$ cat config.mk
export PLATFORM = sky130hd
export DESIGN_NAME = cursor_ctrl
export DESIGN_NICKNAME = d
export VERILOG_FILES = /design/src/rtl/cursor_pkg.sv /design/src/rtl/coord_step.sv /design/src/rtl/cursor_ctrl.sv
export SDC_FILE = /design/constraint.sdc
export NUM_CORES = 1
export LEC_CHECK = 0
export ABC_AREA = 1
export BUFFER_PORTS_ARGS = -buffer_cell sky130_fd_sc_hd__buf_2
export CORE_MARGIN = 3
export CORE_UTILIZATION = 45
export DETAILED_ROUTE_END_ITERATION = 7
export MAX_ROUTING_LAYER = met4
export PLACE_DENSITY_LB_ADDON = 0.12
export SKIP_LAST_GASP = 1
export SYNTH_ARGS = -nofsm -noshare
export SYNTH_HDL_FRONTEND = slang
export SYNTH_SLANG_ARGS = --single-unit
$ cat constraint.sdc
create_clock -name clk -period 2.89 [get_ports clk]
set_input_delay 0.578 -clock clk [delete_from_list [all_inputs] [get_ports clk]]
set_output_delay 0.578 -clock clk [all_outputs]
set_load 0.03 [all_outputs]
$ cat src/rtl/cursor_pkg.sv
// Shared op codes and FSM encoding for the cursor controller, the input
// decoder and the board/elimination engine.
package cursor_pkg;

  localparam logic [2:0] OP_NOP     = 3'd0;
  localparam logic [2:0] OP_SELECT  = 3'd1;
  localparam logic [2:0] OP_CANCEL  = 3'd2;
  localparam logic [2:0] OP_LEFT    = 3'd3;
  localparam logic [2:0] OP_RIGHT   = 3'd4;
  localparam logic [2:0] OP_UP      = 3'd5;
  localparam logic [2:0] OP_DOWN    = 3'd6;
  localparam logic [2:0] OP_CONFIRM = 3'd7;

  typedef enum logic [1:0] {
    IDLE = 2'd0,
    SEL  = 2'd1,
    ELIM = 2'd2
  } state_t;

endpackage

$ cat src/rtl/coord_step.sv
// One-axis cursor step: increment or decrement a coordinate inside
// 0..LIMIT-1, either saturating at the edges or wrapping around.
module coord_step #(
  parameter int LIMIT   = 8,
  parameter int COORD_W = 4,
  parameter int WRAP    = 0
) (
  input  logic [COORD_W-1:0] coord,
  input  logic               inc,
  input  logic               dec,
  output logic [COORD_W-1:0] next
);

  // Edge compare runs one bit wider so a non power-of-two LIMIT never
  // aliases onto a smaller coordinate.
  localparam logic [COORD_W:0] MAX = (COORD_W+1)'(LIMIT - 1);

  logic [COORD_W:0] ext;

  // Next coordinate; below MAX the +1 cannot overflow COORD_W bits.
  always_comb begin
    ext  = {1'b0, coord};
    next = coord;
    if (inc) begin
      if (ext >= MAX) next = (WRAP != 0) ? '0 : MAX[COORD_W-1:0];
      else            next = coord + 1'b1;
    end else if (dec) begin
      if (ext == '0)  next = (WRAP != 0) ? MAX[COORD_W-1:0] : '0;
      else            next = coord - 1'b1;
    end
  end

endmodule

$ cat src/rtl/cursor_ctrl.sv
// Cursor and selection controller: moves a cursor over the grid, locks a
// selection and holds an elimination request until the board acknowledges.
module cursor_ctrl
  import cursor_pkg::*;
#(
  parameter int GRID_W  = 8,
  parameter int GRID_H  = 8,
  parameter int COORD_W = 4,
  parameter int WRAP    = 0,
  parameter int CNT_W   = 16
) (
  input  logic               clk,
  input  logic               rst_n,
  input  logic               op_valid,
  input  logic [2:0]         op,
  output logic               op_ready,
  output logic [COORD_W-1:0] cur_x,
  output logic [COORD_W-1:0] cur_y,
  output logic               selected,
  output logic [COORD_W-1:0] sel_x,
  output logic [COORD_W-1:0] sel_y,
  output logic               elim_req,
  output logic [COORD_W-1:0] elim_x,
  output logic [COORD_W-1:0] elim_y,
  input  logic               elim_ack,
  output logic [CNT_W-1:0]   elim_cnt
);

  state_t             state, state_n;
  logic               accept;
  logic [COORD_W-1:0] step_x, step_y;
  logic [COORD_W-1:0] cur_x_n, cur_y_n, sel_x_n, sel_y_n, elim_x_n, elim_y_n;
  logic               selected_n, elim_req_n, op_ready_n;
  logic [CNT_W-1:0]   elim_cnt_n;

  assign accept = op_valid && op_ready;

  coord_step #(.LIMIT(GRID_W), .COORD_W(COORD_W), .WRAP(WRAP)) u_step_x (
    .coord (cur_x),
    .inc   (op == OP_RIGHT),
    .dec   (op == OP_LEFT),
    .next  (step_x)
  );

  coord_step #(.LIMIT(GRID_H), .COORD_W(COORD_W), .WRAP(WRAP)) u_step_y (
    .coord (cur_y),
    .inc   (op == OP_DOWN),
    .dec   (op == OP_UP),
    .next  (step_y)
  );

  // Next-state and next-output logic; everything holds unless an accepted
  // op or an ack in ELIM says otherwise.
  always_comb begin
    state_n    = state;
    cur_x_n    = cur_x;
    cur_y_n    = cur_y;
    sel_x_n    = sel_x;
    sel_y_n    = sel_y;
    selected_n = selected;
    elim_req_n = elim_req;
    elim_x_n   = elim_x;
    elim_y_n   = elim_y;
    elim_cnt_n = elim_cnt;
    unique case (state)
      IDLE: if (accept) begin
        case (op)
          OP_LEFT, OP_RIGHT: cur_x_n = step_x;
          OP_UP, OP_DOWN:    cur_y_n = step_y;
          OP_SELECT: begin
            sel_x_n    = cur_x;
            sel_y_n    = cur_y;
            selected_n = 1'b1;
            state_n    = SEL;
          end
          default: ;
        endcase
      end
      SEL: if (accept) begin
        case (op)
          OP_CANCEL: begin
            selected_n = 1'b0;
            state_n    = IDLE;
          end
          OP_CONFIRM: begin
            elim_x_n   = sel_x;
            elim_y_n   = sel_y;
            elim_req_n = 1'b1;
            state_n    = ELIM;
          end
          default: ;
        endcase
      end
      ELIM: if (elim_ack) begin
        elim_req_n = 1'b0;
        selected_n = 1'b0;
        if (elim_cnt != '1) elim_cnt_n = elim_cnt + 1'b1;
        state_n    = IDLE;
      end
      default: state_n = IDLE;
    endcase
    op_ready_n = (state_n != ELIM);
  end

  // State and output registers; op_ready is registered alongside the state.
  always_ff @(posedge clk or negedge rst_n) begin
    if (!rst_n) begin
      state    <= IDLE;
      op_ready <= 1'b1;
      cur_x    <= '0;
      cur_y    <= '0;
      sel_x    <= '0;
      sel_y    <= '0;
      selected <= 1'b0;
      elim_req <= 1'b0;
      elim_x   <= '0;
      elim_y   <= '0;
      elim_cnt <= '0;
    end else begin
      state    <= state_n;
      op_ready <= op_ready_n;
      cur_x    <= cur_x_n;
      cur_y    <= cur_y_n;
      sel_x    <= sel_x_n;
      sel_y    <= sel_y_n;
      selected <= selected_n;
      elim_req <= elim_req_n;
      elim_x   <= elim_x_n;
      elim_y   <= elim_y_n;
      elim_cnt <= elim_cnt_n;
    end
  end

endmodule

# == Word-level counts from Yosys, hierarchy flattened ==
# Cells that the tools add are included.
# classes
addsub,5
magnitude_cmp,2
n_eq_ne,17
n_mux,23
reduce_logical,17
# op_table
operator,n
$mux W4,8
$add A16 B1 Y16 const B,1
$ne A16 B16 Y1 const B,1
$eq A3 B3 Y1 const B,4
$reduce_and A4 Y1,3
$ne A2 B2 Y1 const B,5
$reduce_and A3 Y1,3
$add A4 B1 Y4 const B,2
$ge A4 B3 Y1 const B,2
$logic_not A4 Y1,2
$mux W2,4
$sub A4 B1 Y4 const B,2
$mux W1,7
$eq A3 B2 Y1 const B,2
$pmux W2 S3,1
$reduce_and A6 Y1,1
$reduce_bool A2 Y1,3
$ne A2 B1 Y1 const B,2
$pmux W2 S2,1
$reduce_or A2 Y1,2
$eq A3 B1 Y1 const B,1
$pmux W1 S3,1
$reduce_bool A3 Y1,1
$eq A2 B1 Y1 const B,1
4 further kinds,4
# word_totals
regBits,45
input_bits,7
output_inout_bits,43
word_cells,75

# == Depth between registers and ports, before layout ==
# logic_depth
word_depth,5
mapped_depth,9
mapped_depth_nobuf,9

# == Modules after synthesis ==
# From an unflattened synthesis, not the netlist that was laid out.
# unflattened
hier_cells,369
area_unflattened_um2,2677.6
# by_module_without_submodules
mod,n_inst,cells_per_inst,area_per_inst_um2,seq_area_each_um2
cursor_ctrl,1,287,2284.7,1127.3
coord_step,2,41,196.4,0.0

# == Least setup slack after synthesis ==
# No wires, ideal clock.
# synth_timing
kind,flip-flop to flip-flop
startpoint,reg elim_cnt[0]
endpoint,reg elim_cnt[5]
setup_time_ns,0.119
arrival_time_ns,1.558
t_required_ns,2.771
setup_slack_ns,1.213
path_stages_with_launch,10
n_path_buf,1
period_less_slack_ns,1.677
path_cell_list,dfrtp_1 > ha_1 > nand3_2 > nor2_2 > nand2_2 > nor2_2 > nor2_2 > buf_6 > nand2_2 > o21ai_2
# synth_via
elab_chain_len,2
elab_cells_between_ends,3
classes_between,add/sub: 1; eq/ne: 1; reduce/logical: 1
# synth_lines
element,line,source
"start, declared",cursor_ctrl.sv:26,output logic [CNT_W-1:0] elim_cnt
"start signal, assigned",cursor_ctrl.sv:130,elim_cnt <= elim_cnt_n;
"parallel branches: the longest is 2 deep, another holds $add A16 B1 Y16",n/a,
# Parallel ways; which one is timed is not known.
# A chain may end at the register's enable or synchronous reset.

# == Worst setup path after layout ==
# layout_timing
startpoint,reg elim_cnt[0]
endpoint,reg elim_cnt[3]
# Same word-level chain as after synthesis.

==> results.sh <==
export IMPL_status="finished clean"
export IMPL_startpoint_type="register"
export IMPL_antenna_found_initial=0
export IMPL_die_area_um2=6880
export IMPL_num_antenna_cells=0
export IMPL_drt_pass1_iter_count=4
export IMPL_p_leak_uw=0.00160
export IMPL_irDropWorstVdd_uv=529
export IMPL_area_growth_pct=15.2
export IMPL_syn_instance_count=353
export IMPL_worst_path_most_repeated_cell="nor2_2"
export IMPL_fin_worst_skew_ns=0.00916
export IMPL_num_vias=2310
export IMPL_worstSetupPathType="reg2reg"
export IMPL_yosysWarningCount=0
export IMPL_ctsResizeCount=0
export IMPL_crit_slowest_cell="nor2_2"
export IMPL_drt_iter0_markers=58
export IMPL_synth_top_cell_area_share_pct=41.3
export IMPL_rsz0062_at_grt="no"
export IMPL_synth_largest_area_cell="dfrtp_1"
export IMPL_cp_endpoint="elim_cnt[3]"
export IMPL_mostFrequentLayoutCells="nand2_1, buf_2, dfrtp_1"
export IMPL_grt_usage_pct=17.6
export IMPL_end_kind="register"
export IMPL_slowest_delay_ns=0.77
export IMPL_layout_commonest_cell="nand2_1"
export IMPL_post_cts_setup_buffers=0
export IMPL_fin_tns_setup_ns=0
export IMPL_grt_pass1_vias=2171
export IMPL_slew_violations=0
export IMPL_ant_nets=0
export IMPL_wl_per_cell_um=12.1
export IMPL_cts_root_buf="clkbuf_8"
export IMPL_clock_path_buffers=2
export IMPL_fp_row_count=27
export IMPL_hold_class="in2async"
export IMPL_seqPwrFrac_pct=35.2
export IMPL_cp_depth=8
export IMPL_synth_avg_cell_area_um2=7.55
export IMPL_ctsHoldBuffers=0
export IMPL_synth_area_leaders="dfrtp_1, nand2_1, inv_1"
export IMPL_nets=421
export IMPL_period_needed_ns=2.12
export IMPL_synth_fp_nets=371
export IMPL_clock_fmax_mhz=471
export IMPL_ys_ff_latch=45
export IMPL_cap_violations=0
export IMPL_rrSetupSlack_ns=0.77
export IMPL_fillers=596
export IMPL_sw_frac_of_total_pct=48.5
export IMPL_gr_total_overflow=0
export IMPL_grt_pass1_wl_um=9700
export IMPL_pin_count=50
export IMPL_cp_required_ns=3.12
export IMPL_synthDistinctLibCells=26
export IMPL_switchingPower_uw=1500
export IMPL_avgViaCountPerCell=4.85
export IMPL_timing_rr_start="elim_cnt[0]"
export IMPL_intPower_uw=1590
export IMPL_final_core_utilization_pct=54.8
export IMPL_startpoint="elim_cnt[0]"
export IMPL_clkPwrFrac_pct=15.6
export IMPL_dp_hpwl_um=4420
export IMPL_powerDensity_nw_per_um2=1010
export IMPL_setup_viol=0
export IMPL_crit_fanout=21
export IMPL_power_frac_comb_pct=49.2
export IMPL_layout_worst_path_cycle_share_pct=73.5
export IMPL_drive_above_1_share_pct=20.5
export IMPL_rr_worst_depth=8
export IMPL_syn_area_um2=2670
export IMPL_multi_input_area_um2=1320
export IMPL_gp_congestion=0.858
export IMPL_wirelength_um=5740
export IMPL_drc=0
export IMPL_initial_core_util_pct=47.5
export IMPL_slew_headroom_pct=31.0
export IMPL_yosysSeqAreaShare_pct=42.3
export IMPL_grt_max_degree=28
export IMPL_worstSkewPairLatency_ns=0.30
export IMPL_finalHoldViolations=0
export IMPL_cts_htree_levels=2
export IMPL_cp_cell_sequence="ha_1 > nand3_2 > nor2_2 > nand2_2 > nor2_2 > nor2_2 > nand2_1 > o21ai_2"
export IMPL_fp_coreArea_um2=5610
export IMPL_die_h_um=83.0
export IMPL_cp_top_family="simple AND/OR/NAND/NOR gates"
export IMPL_cts_made_buffers=5
export IMPL_reg2reg_to="elim_cnt[3]"
export IMPL_cts_sinks=45
export IMPL_port_buffers=49
export IMPL_clk_pin_slew_ns=0.08
export IMPL_die_width_um=83.0
export IMPL_worst_slew_pin_slew_ns=1.03
export IMPL_cts_tree="yes"
export IMPL_worstPathArrival_ns=2.35
export IMPL_crit_buf_inv=0
export IMPL_seqCellArea_um2=1130
[power groups by stage]
stage	sequential, uW	combinational [uW]	clock, uW
6_report	1090	1530	483
5_1_grt	1130	1690	525
4_1_cts	1090	1550	500
3_5_place_dp	1100	1540	0
3_3_place_gp	1100	1530	0
2_1_floorplan	1480	747	0
[through the flow]
| stage | hold slack (ns) | worst slack [ns] | area (um2) | cells | total power (uW) |
|---|---|---|---|---|---|
| floorplan | 0.282 | 1.21 | 2670 | 353 | 2230 |
| global placement | 0.469 | 0.841 | 2960 | 468 | 2630 |
| detailed placement | 0.473 | 0.759 | 2960 | 468 | 2640 |
| CTS | 0.216 | 0.740 | 3070 | 476 | 3140 |
| global route | 0.240 | 0.549 | 3070 | 476 | 3350 |
| finish | 0.211 | 0.767 | 3070 | 476 | 3100 |
[final cells by class]
class                      count  area share [%]
clock inverter                 3            1.51
tap                           72            2.93
multi-input combinational    256            42.9
inverter                      45            5.50
clock buffer                   5            2.24
timing repair buffer          50            8.23
sequential                    45            36.7
[how the worst min path moves through the flow]
| stage | to | depth (start not counted) | startpoint | slack [ns] |
|---|---|---|---|---|
| 6_report | elim_cnt[3] | 1 | rst_n | 0.21 |
| 4_1_cts | elim_y[1] | 1 | rst_n | 0.22 |
| 3_5_place_dp | elim_req | 2 | elim_req | 0.47 |
| 5_1_grt | elim_cnt[3] | 1 | rst_n | 0.24 |
| 2_1_floorplan | cur_x[0] | 0 | rst_n | 0.28 |
| 3_3_place_gp | elim_y[2] | 2 | elim_y[2] | 0.47 |
[Yosys cell counts]
library cell  number
ha_1              11
o21ai_2            6
o21ai_1           22
xor2_1             6
clkinv_1           1
o21ai_0           18
nor2_1            22
and2_1             2
nand3_1           17
o21bai_2           1
a21oi_1            4
xnor2_1            7
nand2_1          119
nand2_2            6
nor2_2             4
buf_6              3
inv_1             41
nand3_2            2
o31ai_1            2
buf_2              4
nand3b_1           2
dfstp_2            1
inv_2              3
nand4_1            3
dfrtp_1           44
nor2_4             2
[routing by layer]
metal,part of all wire [%],wire length [um],track usage (%)
met2,50,2850,30.2
met1,46,2640,20.9
met5,0,0,-
met4,1.2,68,4.75
met3,3.1,179,3.57
[sequential cells by signal, summed over array words and instances (netlist names)]
register	cells
cur_x	4
cur_y	4
elim_cnt	16
elim_req	1
elim_x	4
elim_y	4
op_ready	1
sel_x	4
sel_y	4
selected	1
state	2
[logic make-up (layout without fill, tap and decap cells)]
group,Yosys count,in the layout,synth area share [%]
buf+inv,52,103,8.35
flops,45,45,42.3
simple gates,179,179,28.7
xor+xnor,13,13,4.27
fa+ha+maj,11,11,5.16
compound gates,53,53,11.2
[worst reg2reg max path, delay by kind of cell (launching register included)]
| family | cells | cell delay (ns) |
|---|---|---|
| and+or+nand+nor | 6 | 1.21 |
| AOI/OAI and AO/OA | 1 | 0.09 |
| adders and majority gates | 1 | 0.29 |
| DFF | 1 | 0.45 |
No activity file was read; power rests on OpenSTA's default activity.
